## config.mk

```make
export PLATFORM = sky130hd
export DESIGN_NAME = oflow_conflict_resolve_fsm
export DESIGN_NICKNAME = d
export VERILOG_FILES = /design/src/rtl/oflow_conflict_resolve_fsm.sv
export SDC_FILE = /design/constraint.sdc
export NUM_CORES = 1
export LEC_CHECK = 0
export CAP_MARGIN = 25
export CORE_ASPECT_RATIO = 0.7
export CORE_MARGIN = 2
export CORE_UTILIZATION = 32
export CTS_BUF_LIST = sky130_fd_sc_hd__clkbuf_4 sky130_fd_sc_hd__clkbuf_8
export DETAILED_ROUTE_END_ITERATION = 6
export GPL_ROUTABILITY_DRIVEN = 0
export HOLD_SLACK_MARGIN = 0.15
export PLACE_DENSITY_LB_ADDON = 0.1
export SYNTH_ARGS = -nofsm -noshare
export SYNTH_HDL_FRONTEND = slang
export SYNTH_SLANG_ARGS = --single-unit
```

## constraint.sdc

```tcl
create_clock -name clk -period 5.2 [get_ports clk]
set_input_delay 1.3 -clock clk [delete_from_list [all_inputs] [get_ports clk]]
set_output_delay 1.3 -clock clk [all_outputs]
set_load 0.01 [all_outputs]
```

## src/rtl/oflow_conflict_resolve_fsm.sv

```systemverilog
// Scans the score board, claims each entry's ID in the LUT and settles ID clashes by score,
// pushing the loser to its next fallback candidate and rescanning until a pass is clean.
module oflow_conflict_resolve_fsm #(
  parameter int unsigned MAX_CONFLICTS_TH = 64,
  parameter int unsigned NUM_ROWS         = 32,
  parameter int unsigned NUM_PES          = 24
) (
  input  logic        clk,
  input  logic        reset_N,
  input  logic        start_cr,
  output logic        done_cr,
  input  logic [15:0] data_out_lut_for_fsm,
  output logic [10:0] address_lut,
  output logic [15:0] data_in_lut,
  output logic        we_lut,
  output logic        csb,
  input  logic        data_out_flag,
  output logic [10:0] address_flag,
  output logic        data_in_flag,
  input  logic [9:0]  score_to_cr,
  input  logic [10:0] id_to_cr,
  output logic [4:0]  row_sel,
  output logic [4:0]  pe_sel,
  output logic [4:0]  row_to_change,
  output logic [4:0]  pe_to_change,
  output logic        data_to_score_board,
  output logic        write_to_pointer,
  output logic        conflict_counter_th
);

  localparam int unsigned ROW_LEN   = 5;
  localparam int unsigned PE_LEN    = 5;
  localparam int unsigned SCORE_LEN = 10;
  localparam int unsigned ID_LEN    = 11;
  localparam int unsigned CNT_W     = $clog2(MAX_CONFLICTS_TH + 1);

  localparam logic [ROW_LEN-1:0] ROW_LAST = ROW_LEN'(NUM_ROWS - 1);
  localparam logic [PE_LEN-1:0]  PE_LAST  = PE_LEN'(NUM_PES - 1);
  localparam logic [CNT_W-1:0]   CNT_MAX  = CNT_W'(MAX_CONFLICTS_TH);

  typedef enum logic [2:0] {
    StIdle,
    StRead,
    StCheck,
    StCompare,
    StNext,
    StDone
  } state_t;

  state_t               state_q;
  logic [ROW_LEN-1:0]   row_q;
  logic [PE_LEN-1:0]    pe_q;
  logic [ROW_LEN-1:0]   own_row_q;
  logic [PE_LEN-1:0]    own_pe_q;
  logic [SCORE_LEN-1:0] score_q;
  logic [ID_LEN-1:0]    id_q;
  logic [CNT_W-1:0]     cnt_q;
  logic                 pass_conflict_q;
  logic                 th_q;

  logic [ROW_LEN-1:0] lut_row;
  logic [PE_LEN-1:0]  lut_pe;
  logic [15:0]        cur_word;
  logic               owner_is_cur;
  logic               cur_wins;
  logic [CNT_W-1:0]   cnt_inc;
  logic               th_hit;
  logic               unused_lut_bits;

  assign lut_row         = data_out_lut_for_fsm[10:6];
  assign lut_pe          = data_out_lut_for_fsm[5:1];
  assign unused_lut_bits = ^{data_out_lut_for_fsm[15:11], data_out_lut_for_fsm[0]};
  assign cur_word        = {5'b0, row_q, pe_q, 1'b0};
  assign owner_is_cur    = (lut_row == row_q) && (lut_pe == pe_q);
  // Strictly lower score takes the ID; on a tie the existing owner keeps it.
  assign cur_wins        = score_q < score_to_cr;
  assign cnt_inc         = (cnt_q == CNT_MAX) ? cnt_q : cnt_q + CNT_W'(1);
  assign th_hit          = cnt_inc == CNT_MAX;

  always_ff @(posedge clk or negedge reset_N) begin
    if (!reset_N) begin
      state_q         <= StIdle;
      row_q           <= '0;
      pe_q            <= '0;
      own_row_q       <= '0;
      own_pe_q        <= '0;
      score_q         <= '0;
      id_q            <= '0;
      cnt_q           <= '0;
      pass_conflict_q <= 1'b0;
      th_q            <= 1'b0;
    end else begin
      unique case (state_q)
        StIdle: begin
          if (start_cr) begin
            state_q         <= StRead;
            row_q           <= '0;
            pe_q            <= '0;
            cnt_q           <= '0;
            pass_conflict_q <= 1'b0;
            th_q            <= 1'b0;
          end
        end
        StRead: begin
          score_q <= score_to_cr;
          id_q    <= id_to_cr;
          state_q <= (&score_to_cr) ? StNext : StCheck;
        end
        StCheck: begin
          if (!data_out_flag || owner_is_cur) begin
            state_q <= StNext;
          end else begin
            own_row_q <= lut_row;
            own_pe_q  <= lut_pe;
            state_q   <= StCompare;
          end
        end
        StCompare: begin
          cnt_q           <= cnt_inc;
          pass_conflict_q <= 1'b1;
          if (th_hit) begin
            th_q    <= 1'b1;
            state_q <= StDone;
          end else begin
            state_q <= StNext;
          end
        end
        StNext: begin
          if (pe_q == PE_LAST) begin
            pe_q <= '0;
            if (row_q == ROW_LAST) begin
              // A pass that moved any pointer may have exposed new clashes: rescan.
              if (pass_conflict_q) begin
                row_q           <= '0;
                pass_conflict_q <= 1'b0;
                state_q         <= StRead;
              end else begin
                state_q <= StDone;
              end
            end else begin
              row_q   <= row_q + ROW_LEN'(1);
              state_q <= StRead;
            end
          end else begin
            pe_q    <= pe_q + PE_LEN'(1);
            state_q <= StRead;
          end
        end
        StDone:  state_q <= StIdle;
        default: state_q <= StIdle;
      endcase
    end
  end

  // Memory-side strobes are decoded from the state so the LUT read issued in READ
  // returns in CHECK, and the flag lookup sees the registered ID in the same cycle.
  always_comb begin
    done_cr             = 1'b0;
    address_lut         = '0;
    data_in_lut         = '0;
    we_lut              = 1'b0;
    csb                 = 1'b1;
    data_in_flag        = 1'b0;
    row_sel             = '0;
    pe_sel              = '0;
    row_to_change       = '0;
    pe_to_change        = '0;
    data_to_score_board = 1'b0;
    write_to_pointer    = 1'b0;
    unique case (state_q)
      StRead: begin
        row_sel     = row_q;
        pe_sel      = pe_q;
        address_lut = id_to_cr;
        csb         = 1'b0;
      end
      StCheck: begin
        row_sel     = row_q;
        pe_sel      = pe_q;
        address_lut = id_q;
        if (!data_out_flag) begin
          we_lut       = 1'b1;
          csb          = 1'b0;
          data_in_flag = 1'b1;
          data_in_lut  = cur_word;
        end
      end
      StCompare: begin
        row_sel             = own_row_q;
        pe_sel              = own_pe_q;
        address_lut         = id_q;
        write_to_pointer    = 1'b1;
        data_to_score_board = 1'b1;
        if (cur_wins) begin
          row_to_change = own_row_q;
          pe_to_change  = own_pe_q;
          we_lut        = 1'b1;
          csb           = 1'b0;
          data_in_flag  = 1'b1;
          data_in_lut   = cur_word;
        end else begin
          row_to_change = row_q;
          pe_to_change  = pe_q;
        end
      end
      StDone:  done_cr = 1'b1;
      default: ;
    endcase
  end

  assign address_flag        = address_lut;
  assign conflict_counter_th = th_q;

endmodule

```

==> results.toml <==
[finish]
utilization_pct = 43.4
drive_above_1_share_pct = 18.5
nNetsFinal = 507
diodes = 0
design_area_sq_um = 4780
area_growth_syn_to_layout_pct = 31.8

[global_routing]
use_met2_pct = 21.9
top_usage_layer = "met1"
gr-usage-met1_pct = 23.7
met3_usage_pct = 3.36
grt_max_degree = 54
antenna_found_initial = 0
overflow = 0
grt_util_all_layers_pct = 15.4
grt_pass1_wl_um = 15100
grt_pass1_vias = 2843

[yosys]
synthFlopType = "dfrtp_1"
synth_area_leaders = "dfrtp_1, mux2_2, a22o_1"
yosysWarnings = 0
async_flop_share_pct = 100
yosysUniqueCellTypes = 52
synth_most_common_cell = "dfrtp_1"
seq_area_frac_synth_pct = 36.6
syn-cell-area_sq_um = 3620
synth_fa_ha_area_share_pct = 4.83
syn_inst = 371
synth_top_family_by_area = "compound AO/OA/AOI/OAI gates"
synth-compound-area-share_pct = 16.6
yosysTopAreaCell = "dfrtp_1"
synthMuxAreaShare_pct = 13.9
synth_xor_area_share_pct = 3.38
synth-edff-count = 0
synth_top_area_share_pct = 36.6
synth_seq_cells = 53
synth-simple-area-share_pct = 14.8
netlist_top_cells_count = "dfrtp_1, mux2_2, nor2_1, nand2_1"
syn_avg_cell_area_sq_um = 9.77

[clock_network]
cts.sinks = 53
cts_tree = "yes"
clock_latency_ns = 0.31
clk_path_buf_depth = 2
numCtsBuffers = 5
cts.clk_slew.worst_paths_ns = 0.09
cts-root-buf = "clkbuf_8"
cts_setup_buffers = 0
hold_buffers = 0
cts_resized = 3
cts_max_level = 2

[worst_setup_path]
r2r-start = "state_q[0]$_DFFE_PN0N_"
start_kind = "input port"
required_ns = 3.90
critPathCaptureType = "primary output"
crit_fanout = 3
crit_start = "score_to_cr[1]"
crit_arrival_ns = 3.76
path_class = "in2out"

[floorplanning]
die_w_um = 131
core_sq_um = 11000
row_count = 32
die-area_sq_um = 12200
ios = 106
die_h_um = 93.0
initial_core_util_pct = 32.9

[drt]
vias = 2953
wl_per_cell_um = 15.3
dr.pass1.iters = 4
final_antenna_net_count = 0
drc = 0
wirelength_um = 9260
drt_iter0_markers = 195
vias_per_cell = 4.87

[sta]
hold_viol_final = 0
setup_slack_ns = 0.140
post-route-period-util_pct = 97.3
setup_viol = 0
worst_slew_pin_slew_ns = 0.968
slew_viol_final = 0
clock.fmax_ghz = 0.198
relSlewSlack_pct = 35.4
skew_ns = 0.00763
rsz0062_at_grt = "true"
period_needed_ns = 5.06

[placed_design]
pre_cts_ws_ns = -0.294
io_buffers = 93
hpwl_um = 6880
post_dp_cell_area_sq_um = 4620

[power_and_ir_drop]
pwr-share-comb_pct = 57.8
switching_share_pct = 38.6
power_density_nw_per_um2 = 484
p_leak_nw = 2.24
intPower_mw = 1.42
p_seq_share_pct = 31.3
p_clk_share_pct = 10.9
vdd_drop_max_mv = 0.180
power.net_switching_mw = 0.892

[worst_hold_path]
hp-class = "reg2reg"
hp-start = "id_q[10]$_DFFE_PN0P_"

[outcome]
status = "finished clean"

[job]
drv_cap = 0
-- sequential cells by signal, indices dropped and copies added, names as in the netlist --
name and cells:
pass_conflict_q 1, state_q 3, row_q 5, conflict_counter_th 1, id_q 11, score_q 10
own_pe_q 5, cnt_q 7, own_row_q 5, pe_q 5
-- power groups by stage --
stage          Clock [mW]  Sequential (mW)  Combinational [mW]
5_1_grt             0.277            0.750                1.46
2_1_floorplan           0            0.661               0.931
6_report            0.252            0.725                1.34
4_1_cts             0.263            0.723                1.34
3_3_place_gp            0            0.729                1.31
3_5_place_dp            0            0.731                1.32
-- worst max-delay path: stages --
cell and delay (ns):
clkdlybuf4s50_1 0.47, inv_1 0.05, ha_1 0.27, o211ai_1 0.15, nor2_1 0.08, nor4_2 0.25, o21ai_2 0.17, o2bb2ai_2 0.17
or3_1 0.35, clkdlybuf4s50_1 0.50
-- per-stage QoR --
stage                     total power [mW]  setup TNS (ns)  cells  hold WS (ns)
final                                 2.31               0    606         0.514
after global routing                  2.49         -0.0183    606         0.528
after CTS                             2.33               0    606         0.519
after detailed placement              2.05           -3.29    598         0.496
after global placement                2.04           -2.78    598         0.493
after floorplan                       1.59               0    376         0.481
-- path summary, 6_finish.rpt --
path	cells after the start	endpoint	slack, ns
worst min register to register	1	id_q[10]$_DFFE_PN0P_	0.51
min in group asynchronous	2	score_q[2]$_DFFE_PN0P_	1.12
worst max-delay path	10	csb	0.14
worst min-delay path	1	id_q[10]$_DFFE_PN0P_	0.51
worst max register to register	3	score_q[2]$_DFFE_PN0P_	2.64
max in group asynchronous	2	state_q[0]$_DFFE_PN0N_	3.61
-- placed cells by master (no fill, tap or decap), types with 9 or more instances in the layout --
master           instances
mux2_4                   9
inv_1                   17
nor2b_1                 12
a22oi_1                 10
ha_1                    14
a22o_1                  23
xor2_1                  10
dfrtp_1                 53
mux2_2                  32
buf_4                   18
nand2_1                 24
clkdlybuf4s50_1         82
dlymetal6s2s_1          10
o21ai_0                 23
nor2_1                  27
-- cells by family (layout without fill, tap and decap cells) --
| logic type | count (synthesis) | in the layout |
|---|---|---|
| other cells | 1 | 6 |
| simple gates | 102 | 102 |
| buf+inv | 61 | 138 |
| flops | 53 | 53 |
| fa+ha+maj | 14 | 14 |
| mux | 42 | 42 |
| xor+xnor | 14 | 14 |
| compound gates | 84 | 84 |
-- per-layer routing --
metal	vias up	part of all wire, %
met5	-	0
met4	0	0.70
met3	7	3.6
met2	53	42
met1	1421	54
li1	1472	-
-- area by class of cell --
class | instances | area, sq um
Inverter | 18 | 67.6
Fill cell | 1039 | 6230
Clock buffer | 8 | 91.3
Multi-Input combinational cell | 262 | 2000
Timing Repair Buffer | 112 | 1100
Sequential cell | 53 | 1330
Tap cell | 153 | 191
(Power assumes the default switching activity.)
